==> config.mk <==
export PLATFORM = sky130hd
export DESIGN_NAME = adc_packetizer
export DESIGN_NICKNAME = d
export VERILOG_FILES = /design/src/rtl/adc_packetizer_pkg.sv /design/src/rtl/sync_fifo.sv /design/src/rtl/adc_packetizer.sv
export SDC_FILE = /design/constraint.sdc
export NUM_CORES = 1
export LEC_CHECK = 0
export ABC_CLOCK_PERIOD_IN_PS = 6250
export CELL_PAD_IN_SITES_DETAIL_PLACEMENT = 1
export CELL_PAD_IN_SITES_GLOBAL_PLACEMENT = 1
export CORE_ASPECT_RATIO = 0.9
export CORE_MARGIN = 1.5
export CORE_UTILIZATION = 48
export CTS_BUF_LIST = sky130_fd_sc_hd__clkbuf_16
export DETAILED_ROUTE_END_ITERATION = 10
export GPL_TIMING_DRIVEN = 0
export HOLD_SLACK_MARGIN = 0.12
export PLACE_DENSITY_LB_ADDON = 0.1
export SLEW_MARGIN = 20
export SYNTH_ARGS = -nofsm -noshare
export SYNTH_HDL_FRONTEND = slang
export SYNTH_SLANG_ARGS = --single-unit
==> constraint.sdc <==
create_clock -name clk -period 6.25 [get_ports clk]
set_clock_uncertainty 0.2 [all_clocks]
set_input_delay 1.25 -clock clk [delete_from_list [all_inputs] [get_ports clk]]
set_output_delay 1.25 -clock clk [all_outputs]
set_load 0.005 [all_outputs]
==> src/rtl/adc_packetizer_pkg.sv <==
// rtl/adc_packetizer_pkg.sv - shared types and widths for the ADC packetizer
//   Holds the packetizer FSM state enum and the sample/word width constants.
package adc_packetizer_pkg;

  localparam int SAMPLE_W = 16;
  localparam int WORD_W   = 32;

  typedef enum logic [1:0] {
    IDLE  = 2'd0,
    RUN   = 2'd1,
    DRAIN = 2'd2,
    DONE  = 2'd3
  } state_e;

endpackage

==> src/rtl/sync_fifo.sv <==
// rtl/sync_fifo.sv - synchronous FIFO with a registered output stage
//   Ports: clk, rst (async, active-high); push_i/wdata_i write side;
//   pop_i consumes the head when it is valid; full_o/empty_o flags;
//   rdata_o is the registered head (zero while empty).
//   Total capacity is FIFO_DEPTH words, counting the output register.
module sync_fifo #(
  parameter int FIFO_DEPTH = 16,
  parameter int WIDTH      = 33
) (
  input  logic             clk,
  input  logic             rst,
  input  logic             push_i,
  input  logic [WIDTH-1:0] wdata_i,
  input  logic             pop_i,
  output logic             full_o,
  output logic             empty_o,
  output logic [WIDTH-1:0] rdata_o
);

  localparam int AW = $clog2(FIFO_DEPTH);
  localparam logic [AW:0] MEM_MAX = (AW+1)'(FIFO_DEPTH - 1);

  logic [WIDTH-1:0] mem_q [FIFO_DEPTH];
  logic [AW-1:0]    wr_ptr_q, wr_ptr_d;
  logic [AW-1:0]    rd_ptr_q, rd_ptr_d;
  logic [AW:0]      mem_cnt_q, mem_cnt_d;
  logic             out_valid_q, out_valid_d;
  logic [WIDTH-1:0] out_data_q, out_data_d;

  logic pop, wr_ok, load_out, mem_empty, mem_rd, mem_wr;

  // The output register is always filled first, so "full" means the
  // register is valid and the memory holds the remaining DEPTH-1 words.
  assign pop       = out_valid_q & pop_i;
  assign full_o    = out_valid_q & (mem_cnt_q == MEM_MAX);
  assign empty_o   = ~out_valid_q;
  assign rdata_o   = out_data_q;
  assign wr_ok     = push_i & (~full_o | pop);
  assign load_out  = ~out_valid_q | pop;
  assign mem_empty = (mem_cnt_q == '0);
  assign mem_rd    = load_out & ~mem_empty;
  // With an empty memory the write bypasses straight into the output register.
  assign mem_wr    = wr_ok & ~(load_out & mem_empty);

  always_comb begin
    out_valid_d = out_valid_q;
    out_data_d  = out_data_q;
    if (load_out) begin
      if (!mem_empty) begin
        out_valid_d = 1'b1;
        out_data_d  = mem_q[rd_ptr_q];
      end else if (wr_ok) begin
        out_valid_d = 1'b1;
        out_data_d  = wdata_i;
      end else begin
        out_valid_d = 1'b0;
        out_data_d  = '0;
      end
    end
    wr_ptr_d  = wr_ptr_q + AW'(mem_wr);
    rd_ptr_d  = rd_ptr_q + AW'(mem_rd);
    mem_cnt_d = mem_cnt_q + (AW+1)'(mem_wr) - (AW+1)'(mem_rd);
  end

  always_ff @(posedge clk or posedge rst) begin
    if (rst) begin
      wr_ptr_q    <= '0;
      rd_ptr_q    <= '0;
      mem_cnt_q   <= '0;
      out_valid_q <= 1'b0;
      out_data_q  <= '0;
    end else begin
      wr_ptr_q    <= wr_ptr_d;
      rd_ptr_q    <= rd_ptr_d;
      mem_cnt_q   <= mem_cnt_d;
      out_valid_q <= out_valid_d;
      out_data_q  <= out_data_d;
    end
  end

  always_ff @(posedge clk) begin
    if (mem_wr) begin
      mem_q[wr_ptr_q] <= wdata_i;
    end
  end

endmodule

==> src/rtl/adc_packetizer.sv <==
// rtl/adc_packetizer.sv - packs 16-bit ADC samples into a 32-bit AXI4-Stream packet
//   Ports: clk, rst (async, active-high); start (rising edge begins a packet),
//   test_mode (internal counter pattern), pkt_size (bytes, [1:0] ignored);
//   adc_data/adc_valid sample input; m_axis_* stream master to the DMA;
//   busy/done/overflow status.
//   Optional: ADC_PACKETIZER_DROP_CNT_EN adds drop_cnt, a saturating count
//   of words dropped on a full FIFO.
module adc_packetizer
  import adc_packetizer_pkg::*;
#(
  parameter int FIFO_DEPTH = 16,
  parameter int CNT_W      = 30
) (
  input  logic                clk,
  input  logic                rst,
  input  logic                start,
  input  logic                test_mode,
  input  logic [31:0]         pkt_size,
  input  logic [SAMPLE_W-1:0] adc_data,
  input  logic                adc_valid,
  output logic [WORD_W-1:0]   m_axis_tdata,
  output logic                m_axis_tvalid,
  input  logic                m_axis_tready,
  output logic                m_axis_tlast,
  output logic                busy,
  output logic                done,
  output logic                overflow
`ifdef ADC_PACKETIZER_DROP_CNT_EN
  ,
  output logic [15:0]         drop_cnt
`endif
);

  localparam logic [CNT_W-1:0] CNT_ONE = CNT_W'(1);

  state_e              state_q, state_d;
  logic                start_q;
  logic [CNT_W-1:0]    n_q, n_d;
  logic [CNT_W-1:0]    push_cnt_q, push_cnt_d;
  logic                test_q, test_d;
  logic [SAMPLE_W-1:0] pat_q, pat_d;
  logic                half_q, half_d;
  logic [SAMPLE_W-1:0] lo_q, lo_d;
  logic [WORD_W-1:0]   word_q, word_d;
  logic                push_q, push_d;
  logic                overflow_q, overflow_d;

  logic                start_edge;
  logic [CNT_W-1:0]    n_latch;
  logic [SAMPLE_W-1:0] sample;
  logic                fifo_full, fifo_empty, pop, accept, drop, push_last;
  logic [WORD_W:0]     fifo_rdata;
  logic                unused_pkt_bits;

  assign unused_pkt_bits = ^pkt_size[1:0];

  assign start_edge = start & ~start_q;
  assign n_latch    = CNT_W'(pkt_size[31:2]);
  assign sample     = test_q ? pat_q : adc_data;
  assign pop        = m_axis_tvalid & m_axis_tready;
  // A pop in the same cycle frees a slot, so a full FIFO still accepts.
  assign accept     = push_q & (~fifo_full | pop);
  assign drop       = push_q & ~accept;
  // Only successfully pushed words advance the count, so tlast lands on
  // the N-th word that actually reaches the FIFO.
  assign push_last  = ((push_cnt_q + CNT_ONE) == n_q);

  sync_fifo #(
    .FIFO_DEPTH (FIFO_DEPTH),
    .WIDTH      (WORD_W + 1)
  ) u_fifo (
    .clk     (clk),
    .rst     (rst),
    .push_i  (push_q),
    .wdata_i ({push_last, word_q}),
    .pop_i   (m_axis_tready),
    .full_o  (fifo_full),
    .empty_o (fifo_empty),
    .rdata_o (fifo_rdata)
  );

  assign m_axis_tdata  = fifo_rdata[WORD_W-1:0];
  assign m_axis_tlast  = fifo_rdata[WORD_W];
  assign m_axis_tvalid = ~fifo_empty;
  assign busy          = (state_q == RUN) | (state_q == DRAIN);
  assign done          = (state_q == DONE);
  assign overflow      = overflow_q;

`ifdef ADC_PACKETIZER_DROP_CNT_EN
  logic [15:0] drop_cnt_q, drop_cnt_d;
  assign drop_cnt = drop_cnt_q;

  always_comb begin
    drop_cnt_d = drop_cnt_q;
    if (state_q == IDLE && start_edge) begin
      drop_cnt_d = '0;
    end else if (drop && drop_cnt_q != 16'hFFFF) begin
      drop_cnt_d = drop_cnt_q + 16'd1;
    end
  end

  always_ff @(posedge clk or posedge rst) begin
    if (rst) begin
      drop_cnt_q <= '0;
    end else begin
      drop_cnt_q <= drop_cnt_d;
    end
  end
`endif

  always_comb begin
    state_d    = state_q;
    n_d        = n_q;
    push_cnt_d = push_cnt_q;
    test_d     = test_q;
    pat_d      = pat_q;
    half_d     = half_q;
    lo_d       = lo_q;
    word_d     = word_q;
    push_d     = 1'b0;
    overflow_d = overflow_q | drop;

    unique case (state_q)
      IDLE: begin
        if (start_edge) begin
          n_d        = n_latch;
          test_d     = test_mode;
          pat_d      = '0;
          half_d     = 1'b0;
          push_cnt_d = '0;
          overflow_d = 1'b0;
          state_d    = (n_latch == '0) ? DONE : RUN;
        end
      end
      RUN: begin
        if (accept) begin
          push_cnt_d = push_cnt_q + CNT_ONE;
          if (push_last) begin
            state_d = DRAIN;
          end
        end
        if (adc_valid) begin
          if (test_q) begin
            pat_d = pat_q + 16'd1;
          end
          if (!half_q) begin
            lo_d   = sample;
            half_d = 1'b1;
          end else begin
            word_d = {sample, lo_q};
            push_d = 1'b1;
            half_d = 1'b0;
          end
        end
      end
      DRAIN: begin
        if (pop && m_axis_tlast) begin
          state_d = DONE;
        end
      end
      DONE: begin
        if (!start) begin
          state_d = IDLE;
        end
      end
      default: state_d = IDLE;
    endcase
  end

  always_ff @(posedge clk or posedge rst) begin
    if (rst) begin
      state_q    <= IDLE;
      start_q    <= 1'b0;
      n_q        <= '0;
      push_cnt_q <= '0;
      test_q     <= 1'b0;
      pat_q      <= '0;
      half_q     <= 1'b0;
      lo_q       <= '0;
      word_q     <= '0;
      push_q     <= 1'b0;
      overflow_q <= 1'b0;
    end else begin
      state_q    <= state_d;
      start_q    <= start;
      n_q        <= n_d;
      push_cnt_q <= push_cnt_d;
      test_q     <= test_d;
      pat_q      <= pat_d;
      half_q     <= half_d;
      lo_q       <= lo_d;
      word_q     <= word_d;
      push_q     <= push_d;
      overflow_q <= overflow_d;
    end
  end

endmodule

# Word level (Yosys, flattened, before mapping)
# Memory sizes are Yosys's and may differ from the RTL's.
# Cells that the tools add are included.
# classes
eq_ne,12
addsub,6
bitwise,19
n_mux,30
reduce_logical,12
# ops
cell,count
$mux 33,2
$mux 16,4
$mux 30,2
$pmux 30 s2,1
$pmux 16 s2,1
$add 30x1->30 const B,1
$eq 30x30->1,1
$logic_not 30->1,1
$add 16x1->16 const B,1
$mux 1,12
$mux 2,6
$ne 2x2->1 const B,6
$reduce_and 3->1,4
$add 4x1->4,2
$and 1x1->1,8
$pmux 2 s4,1
$not 1->1,7
$add 5x1->5,1
$eq 5x4->1 const B,1
$logic_not 5->1,1
$reduce_and 5->1,1
$sub 5x1->5,1
$eq 2x2->1 const B,2
$or 1x1->1,4
8 further kinds,8
# totals
word_cells,96
out_inout_bits,37
n_memories,1
ff_bits,178
mem_bits_rw,528
input_bits,54
# mem_list
name,depth,width,read_ports,rd_clocked_by_memory_dff,write_ports,line_no,text
u_fifo.mem_q,16,33,1,0,1,sync_fifo.sv:23,logic [WIDTH-1:0] mem_q [FIFO_DEPTH];

# Logic depth before layout (Yosys ltp)
# logic_depth
word_depth,10
mapped_depth,16
ltp_nobuf,14

# Modules after synthesis
# A second synthesis with hierarchy kept.
# unflattened
cells_unflattened,1894
area_unflattened_um2,29437.0
# modules_own_cells
module,area_each_um2,n_inst,seq_area_each_um2,cells_each
sync_fifo,22302.6,1,17031.3,1128
adc_packetizer,7134.3,1,3278.1,766

# Worst setup path after synthesis
# OpenSTA, ideal clock, no wires.
# synth_path
path_kind,input -> register
start,input port m_axis_tready
end,"memory u_fifo.mem_q[0][0], enable pin"
setup_time_ns,0.464
path_stages,7
required_ns,5.586
n_path_buf,1
t_arrival_ns,4.568
path_slack_ns,1.018
path_cell_list,nor2b_1 clkbuf_1 nand3_1 nor3_1 nand2b_1 or4_1 nor3_1
# synth_via
elab_chain_len,7
elab_cells_between_ends,9
cone_classes,mux: 2; bitwise: 7
# synth_rtl
element,line_no,text
from (decl),adc_packetizer.sv:23,"input logic m_axis_tready,"
$and 1x1->1 (*),sync_fifo.sv:34,assign pop = out_valid_q & pop_i;
$or 1x1->1,sync_fifo.sv:39,assign load_out = ~out_valid_q | pop;
$and 1x1->1,sync_fifo.sv:43,assign mem_wr = wr_ok & ~(load_out & mem_empty);
$not 1->1,sync_fifo.sv:43,
$and 1x1->1 (*),sync_fifo.sv:43,
$mux 1 (*),sync_fifo.sv:82,if (mem_wr) begin
$mux 1 (implied by the code) (*),sync_fifo.sv:83,mem_q[wr_ptr_q] <= wdata_i;
to (decl),sync_fifo.sv:23,
# Mark *: on every way between the ends. The rest lies on a longest branch, timed or not.

# Final worst setup path
# layout_path
start,input port m_axis_tready
end,"memory u_fifo.mem_q[0][4], enable pin"
# Same word-level chain as after synthesis.

==> run_results.csv <==
group,metric,value,unit
yosys,synth_flop_cell,"edfxtp_1",
outcome,violations,"design-rule violations",
critical_path,critical_path_class,"in -> reg",
die,io_pins,91,
clock_network,path_clk_slew,0.06,ns
cells_and_area,drive_gt1_share,22.1,%
pwr,ir_drop,0.246,mV
timing,hold_viol,0,
cells_and_area,final_cell_mix,"edfxtp_1 (528), dfrtp_1 (178), mux4_2 (165)",
cells_and_area,final_cells,2713,
clock_network,cts_tree,"built",
pwr,cellPowerDensity,448,mW/mm^2
clock_network,root_buffer,"clkbuf_16",
yosys,ys_seq_area_share,70.2,%
die,fp.coreArea,0.0597,mm^2
placement,place_congestion,0.816,
yosys,syn_area,0.0289,mm^2
yosys,ys_warn_count,0,
cells_and_area,syn2layout_area_growth,18.1,%
timing,slew_headroom,25.0,%
critical_path,crit_slowest_cell,"or4_1",
yosys,syn_area_per_cell,17.4,um^2
cells_and_area,regArea,0.0203,mm^2
job,drv_cap,0,
global_routing,grt_max_degree,32,
yosys,ys_async_sr_fraction,25.2,%
global_routing,grt_pass1_vias,17200,
clock_network,post_cts_buffers,0,
critical_path,crit_arrival,4.94,ns
cells_and_area,layout_commonest_cell,"edfxtp_1",
die,dieWidth,262,um
cells_and_area,multi_input_area,0.00825,mm^2
pwr,cellLeakagePower,12.2,nW
global_routing,overflow,0,
yosys,synth-edff-count,528,
critical_path,worstPathRequired,6.36,ns
min_path,hp-class,"reg -> reg",
timing,max_freq,207,MHz
placement,hpwl,54.1,mm
clock_network,ctsHoldBuffers,0,
clock_network,htreeDepth,3,
route,avgRoutedWirePerCell,29.0,um
cells_and_area,utilization,57.2,%
die,dieHeight,236,um
cells_and_area,nNetsFinal,1947,
outcome,outcome,"complete, but fails checks",
placement,pre_cts_slack,0.874,ns
timing,setup_tns,0,ns
cells_and_area,stdcell_area,0.0341,mm^2
die,rows,85,
yosys,synthDistinctLibCells,68,
critical_path,cp-end-kind,"flip-flop",
route,final_antenna_net_count,0,
placement,dpl-instance-area,0.0318,mm^2
critical_path,worstPathMaxFanout,7,
timing,setup_ws,1.42,ns
clock_network,cts_sinks,706,
timing,hold_ws,0.283,ns
yosys,synth_nets,1731,
timing,fin_crit_sh,77.3,%
global_routing,antenna_found_initial,4,
critical_path,slowest_delay,0.74,ns
cells_and_area,fill_cells,5331,
placement,dp.cells,2581,
timing,setup_viol,0,
clock_network,clk_latency,0.61,ns
timing,finalMaxSlewViolations,0,
clock_network,numCtsBuffers,74,
route,firstDrtPassIters,8,
route,drcViolationCount,2,
critical_path,crit_chain,"clkdlybuf4s50_1 -> nor2b_1 -> clkbuf_1 -> nand3_1 -> nor3_1 -> nand2b_1 -> or4_1 -> nor3_2 -> buf_4 -> buf_4 -> buf_4",
route,drtIter0Drc,1671,
route,vias,16400,
die,dieArea,0.0617,mm^2
critical_path,critical_path.top_delay_family,"simple AND/OR/NAND/NOR gates",
critical_path,crit_buf_inv,5,
critical_path,crit_path_start_kind,"input pin",
die,initial_core_util,48.5,%
clock_network,clk_path_buf_depth,3,
global_routing,track_usage,26.5,%
timing,worstMarginPinSlew,1.13,ns
global_routing,grt_pass1_wl,117,mm
clock_network,cts_resized,0,
route,routed_via_density,6.03,
critical_path,path_common_cell,"buf_4",
timing,rsz0062_at_grt,"false",
pwr,totalPowerFinal,15.3,mW
timing,fin_crit,4.83,ns
placement,portBuffers,88,
yosys,ys_ff_latch,706,
route,routed_wirelength,78.6,mm
yosys,netlist_instances,1658,
==> power breakdown <==
part / total (mW) / switching [mW] / internal, mW
Sequential: 6.79 / 0.818 / 5.97
Clock: 4.30 / 1.80 / 2.50
Combinational: 4.20 / 2.19 / 2.00
Total: 15.3 / 4.81 / 10.5
==> worst min-delay path, stage by stage, from the launching register on <==
cell,delay [ns]
dfrtp_1,0.34
nand2_1,0.05
o21ai_0,0.06
==> metal layers <==
| metal | global-route usage (%) | wire length (um) |
|---|---|---|
| met1 | 38.5 | 33600 |
| met2 | 41.6 | 38200 |
| met3 | 5.32 | 5260 |
| met4 | 6.15 | 1630 |
| met5 | 0 | 11 |
==> cells by family (layout without fill, tap and decap cells) <==
family,after synthesis,count (layout),synth area share [%]
multiplexers,234,234,15.5
flip-flops,706,706,70.2
other,0,1,0
AO/OA/AOI/OAI,206,206,4.13
XOR/XNOR,65,65,1.97
adder cells (fa/ha/maj),19,19,0.848
AND/OR/NAND/NOR,314,314,5.75
buffers and inverters,114,385,1.61
==> final cells by class <==
cell class | count | area share, %
multi-input combinational | 838 | 24.2
timing repair buffer | 140 | 5.21
tap | 783 | 2.87
clock inverter | 56 | 1.36
antenna | 1 | 0.00733
clock buffer | 75 | 5.50
sequential | 706 | 59.5
buffer | 96 | 1.18
inverter | 18 | 0.209
==> cell usage after synthesis, drive strengths merged, types with 28 or more instances <==
cell	count	area (um^2)
mux2	50	563
nand3	28	158
dfrtp	178	4450
nand2	104	390
mux4	165	3720
and3	39	244
clkbuf	62	233
o21ai	103	515
xnor2	31	272
edfxtp	528	15900
xor2	34	298
nor2	56	223
a21oi	52	264
buf	34	164
==> state kept, by name, summed over array words and instances, names as in the netlist <==
signal / cells
u_fifo.rdata_o: 33
state_q: 2
n_q: 30
u_fifo.wr_ptr_q: 4
push_q: 1
pat_q: 16
u_fifo.mem_cnt_q: 5
push_cnt_q: 30
test_q: 1
lo_q: 16
overflow: 1
word_q: 32
half_q: 1
u_fifo.out_valid_q: 1
u_fifo.mem_q: 528
start_q: 1
u_fifo.rd_ptr_q: 4
==> path summary, 6_finish.rpt <==
kind	cells past startpoint	slack, ns	start	end
max	11	1.42	m_axis_tready	u_fifo.mem_q[0][4]
min	2	0.28	lo_q[10]	lo_q[10]
max reg2reg	10	2.17	u_fifo.out_valid_q	u_fifo.mem_q[0][4]
min reg2reg	2	0.28	lo_q[10]	lo_q[10]
max in group asynchronous	5	3.88	rst	word_q[22]
min in group asynchronous	2	0.92	rst	u_fifo.rdata_o[24]
(Power assumes the default switching activity.)
==> edit 1, RTL diff (same flow settings) <==
Compare `mem_cnt_q` against `MEM_MAX` with >= in place of ==.
--- a/src/rtl/sync_fifo.sv
+++ b/src/rtl/sync_fifo.sv
@@ -32,7 +32,7 @@
   // The output register is always filled first, so "full" means the
   // register is valid and the memory holds the remaining DEPTH-1 words.
   assign pop       = out_valid_q & pop_i;
-  assign full_o    = out_valid_q & (mem_cnt_q == MEM_MAX);
+  assign full_o    = out_valid_q & (mem_cnt_q >= MEM_MAX);
   assign empty_o   = ~out_valid_q;
   assign rdata_o   = out_data_q;
   assign wr_ok     = push_i & (~full_o | pop);
Formal check against the unedited RTL: no difference found for any inputs over 4 cycles, from zero or initial values and one cycle with rst high; that may be too few to reach the edited logic, so the function may still have changed.
==> edit 1 against the unedited design <==
Cell area grew 0.66%; wire length grew 7.0%; area after synthesis grew 1.0%; setup slack lost 0.38 ns; sequential cell count is the same; total power shrank 1.7%; cell count grew 5.3%; via count grew 6.8%.
==> edit 1: results (changes against the unedited design) <==
fill_cells: 5555  # +4.2%
fin_nets: 2090  # +7.3%
placed_cells: 2723  # +5.5%
dp_hpwl_um: 57800  # +6.9%
use_met1: 0.395  # +0.0101
synth_nets: 1875  # +8.3%
fin_cells: 2858  # +5.3%
r2r_setup_slack_ns: 1.22  # -0.95 ns
n_antenna_cell: 0  # -1
grt_pass1_vias: 18800  # +9.3%
ys_top_cells_by_count: "edfxtp_1 (528), nand2_1 (208), dfrtp_1 (178)"
worstHoldEndpoint: "lo_q[15]$_DFFE_PP0P_"
drive_gt1_frac: 0.190  # -0.0310
wl_met1_um: 36700  # +9.2%
p_comb_uw: 3840  # -8.6%
max_stage_delay_ns: 0.66  # -0.08 ns
ff2ff_path_depth: 12  # +2
grt_first_pass_wirelength_um: 125000  # +6.9%
drt_pass1_iterations: 5  # -3
status: "finished clean"
dpl-instance-area_sq_mm: 0.0320  # +0.63%
postLayoutCoreUtil: 0.573  # +0.000711
fin_ws_ns: 1.04  # -0.382 ns
p_sw_frac: 0.311  # -0.00335
r2r-start: "u_fifo.mem_cnt_q[1]$_DFF_PP0_"
wl_met3_um: 5410  # +2.8%
grt_antenna_before_repair: 0  # -4
synthCells: 1800  # +8.6%
pre_cts_ws_ns: 0.448  # -0.426 ns
==> edit 1: cell types whose count changed after synthesis, sizes merged, moves of 16 or more <==
cell	before	now
nand2	104	208
nor2	56	91
a31oi	5	39
nand3	28	62
mux2	50	17
a21oi	52	22
and3	39	12
o21ai	103	82
xor2	34	18
==> edit 1: logic make-up after synthesis <==
| group | after synthesis | synth area share |
|---|---|---|
| adder cells (fa/ha/maj) | 21 | 0.00925 |
| buffers and inverters | 134 | 0.0182 |
| XOR/XNOR | 51 | 0.0153 |
| AND/OR/NAND/NOR | 478 | 0.0762 |
| flip-flops | 706 | 0.695 |
| AO/OA/AOI/OAI | 210 | 0.0454 |
| multiplexers | 200 | 0.140 |
==> edit 1: area by class of cell <==
type / count / area share
Buffer: 106 / 0.0129
Tap cell: 783 / 0.0285
Clock buffer: 74 / 0.0539
Timing Repair Buffer: 140 / 0.0488
Multi-Input combinational cell: 960 / 0.247
Sequential cell: 706 / 0.591
Clock inverter: 61 / 0.0149
Inverter: 28 / 0.00317
==> edit 2, RTL diff (same flow settings) <==
Made on the original files. The option `ADC_PACKETIZER_DROP_CNT_EN` is turned on by a define.
--- a/src/rtl/adc_packetizer.sv
+++ b/src/rtl/adc_packetizer.sv
@@ -5,6 +5,8 @@
 //   busy/done/overflow status.
 //   Optional: ADC_PACKETIZER_DROP_CNT_EN adds drop_cnt, a saturating count
 //   of words dropped on a full FIFO.
+`define ADC_PACKETIZER_DROP_CNT_EN
+
 module adc_packetizer
   import adc_packetizer_pkg::*;
 #(
Function (old outputs only; new: drop_cnt): same outputs for any inputs over 4 cycles, from zero or initial values and one cycle with rst high; that may be too few to reach the edited logic, so the function may still have changed.
==> edit 2 against the unedited design <==
Setup slack better by 0.27 ns; synthesized cell count is 11% higher; cell area is 3.2% higher; die area is 3.1% higher; total power is 4.5% lower; wire length is 5.3% higher; combinational power is 15% lower; area after synthesis is 3.2% higher; sequential cell count is 16 higher; clock power is 9.8% higher; critical path type unchanged; largest power group unchanged.
==> edit 2: results (changes against the unedited design) <==
status: "finished clean"
ir_drop_mv: 0.237  # -3.7%
synthArstFlopShare: 0.269  # +0.0166
drive_gt1_frac: 0.187  # -0.0336
grt.total_usage: 0.267  # +0.00207
worst_pin_slew_ns: 1.10  # -0.0235 ns
drtIter0Drc: 1844  # +10%
portBuffers: 104  # +18%
dpl-instance-area_sq_mm: 0.0326  # +2.5%
wirelength_um: 82800  # +5.3%
critPathArrivalTime_ns: 4.68  # -0.26 ns
hold_start: "lo_q[1]$_DFFE_PP0P_"
synth_nets: 1919  # +11%
register_area_sq_mm: 0.0207  # +2.0%
grt_antenna_before_repair: 0  # -4
routedWlPerCell_um: 28.3  # -2.5%
synth_area_leaders: "edfxtp_1 (53%), dfrtp_1 (16%), mux4_2 (12%), nand2_1 (3.1%), nor2_1 (1.2%)"
avgSynthCellArea_sq_um: 16.2  # -7.3%
power.leakage_uw: 0.0127  # +4.2%
r2r-start: "u_fifo.mem_cnt_q[2]$_DFF_PP0_"
grt_first_pass_wirelength_um: 123000  # +4.9%
fin_nets: 2146  # +10%
drt_pass1_iterations: 5  # -3
n_antenna_cell: 0  # -1
synth-seq-area-share: 0.694  # -0.00809
ys_top_cells_by_count: "edfxtp_1 (528), nand2_1 (246), dfrtp_1 (194)"
grt_max_degree: 34  # +6.3%
vias_per_cell: 6.05  # +0.27%
gp_congestion: 0.859  # +5.3%
==> edit 2: cell types whose count changed in the layout (fill, tap and decap cells not counted), sizes merged, moves of 12 or more <==
cell | before | now
nand3 | 28 | 64
dfrtp | 178 | 194
a31oi | 5 | 34
a21oi | 52 | 18
mux2 | 50 | 18
o21ai | 103 | 60
clkbuf | 139 | 151
nor2 | 56 | 98
clkdlybuf4s50 | 88 | 104
and3 | 39 | 12
nand2 | 104 | 246
==> edit 2: final timing paths <==
kind / endpoint / slack (ns) / depth (start not counted)
min in group asynchronous: pat_q[12]$_DFFE_PP0P_ / 0.79 / 2
min reg2reg: lo_q[1]$_DFFE_PP0P_ / 0.29 / 2
max in group asynchronous: u_fifo.rdata_o[5]$_DFFE_PP0P_ / 4.05 / 5
max: u_fifo.mem_q[0][20]$_DFFE_PP_ / 1.69 / 9
min: lo_q[1]$_DFFE_PP0P_ / 0.29 / 2
max reg2reg: u_fifo.mem_q[0][20]$_DFFE_PP_ / 2.13 / 9
==> edit 2: report_power, final <==
part	switching (uW)	internal [uW]
sequential	494	5810
clock	1920	2800
combinational	1840	1740
==> edit 2: metrics by stage <==
| stage | total power [uW] | setup WS, ns |
|---|---|---|
| 5_1_grt | 15100 | 1.68 |
| 2_1_floorplan | 8470 | 0.975 |
| 4_1_cts | 14700 | 1.74 |
| 3_5_place_dp | 9970 | 1.09 |
| 6_report | 14600 | 1.69 |
| 3_3_place_gp | 9720 | -3.19 |
==> edit 2: kinds of logic (layout without fill, tap and decap cells) <==
family / after synthesis / in the layout / synth area share
flip-flops: 722 / 722 / 0.694
AND/OR/NAND/NOR: 530 / 530 / 0.0836
multiplexers: 205 / 205 / 0.139
AO/OA/AOI/OAI: 171 / 171 / 0.0366
buffers and inverters: 123 / 414 / 0.0164
XOR/XNOR: 74 / 74 / 0.0217
adder cells (fa/ha/maj): 20 / 20 / 0.00864
==> edit 2: cell type report <==
class / instances / share of cell area
clock inverter: 64 / 0.0179
sequential: 722 / 0.588
multi-input combinational: 1000 / 0.248
inverter: 20 / 0.00224
tap: 792 / 0.0281
clock buffer: 79 / 0.0561
buffer: 103 / 0.0121
timing repair buffer: 148 / 0.0473
==> edit 2: worst max-delay path, cell delays in order <==
cell,delay (ns)
clkdlybuf4s50_1,0.52
nor2b_1,0.08
nand4_1,0.18
nand2_1,0.19
a21oi_1,0.64
or3b_2,0.63
nor3_2,0.68
buf_4,0.32
buf_6,0.18
==> edit 2: layer usage <==
| metal | wire length, um | part of all wire | vias up | GRT usage |
|---|---|---|---|---|
| li1 | - | - | 7593 | - |
| met1 | 35400 | 0.43 | 9331 | 0.375 |
| met2 | 40300 | 0.49 | 643 | 0.435 |
| met3 | 5190 | 0.063 | 144 | 0.0489 |
| met4 | 1790 | 0.022 | 0 | 0.0701 |
| met5 | 0 | 0 | - | 0 |
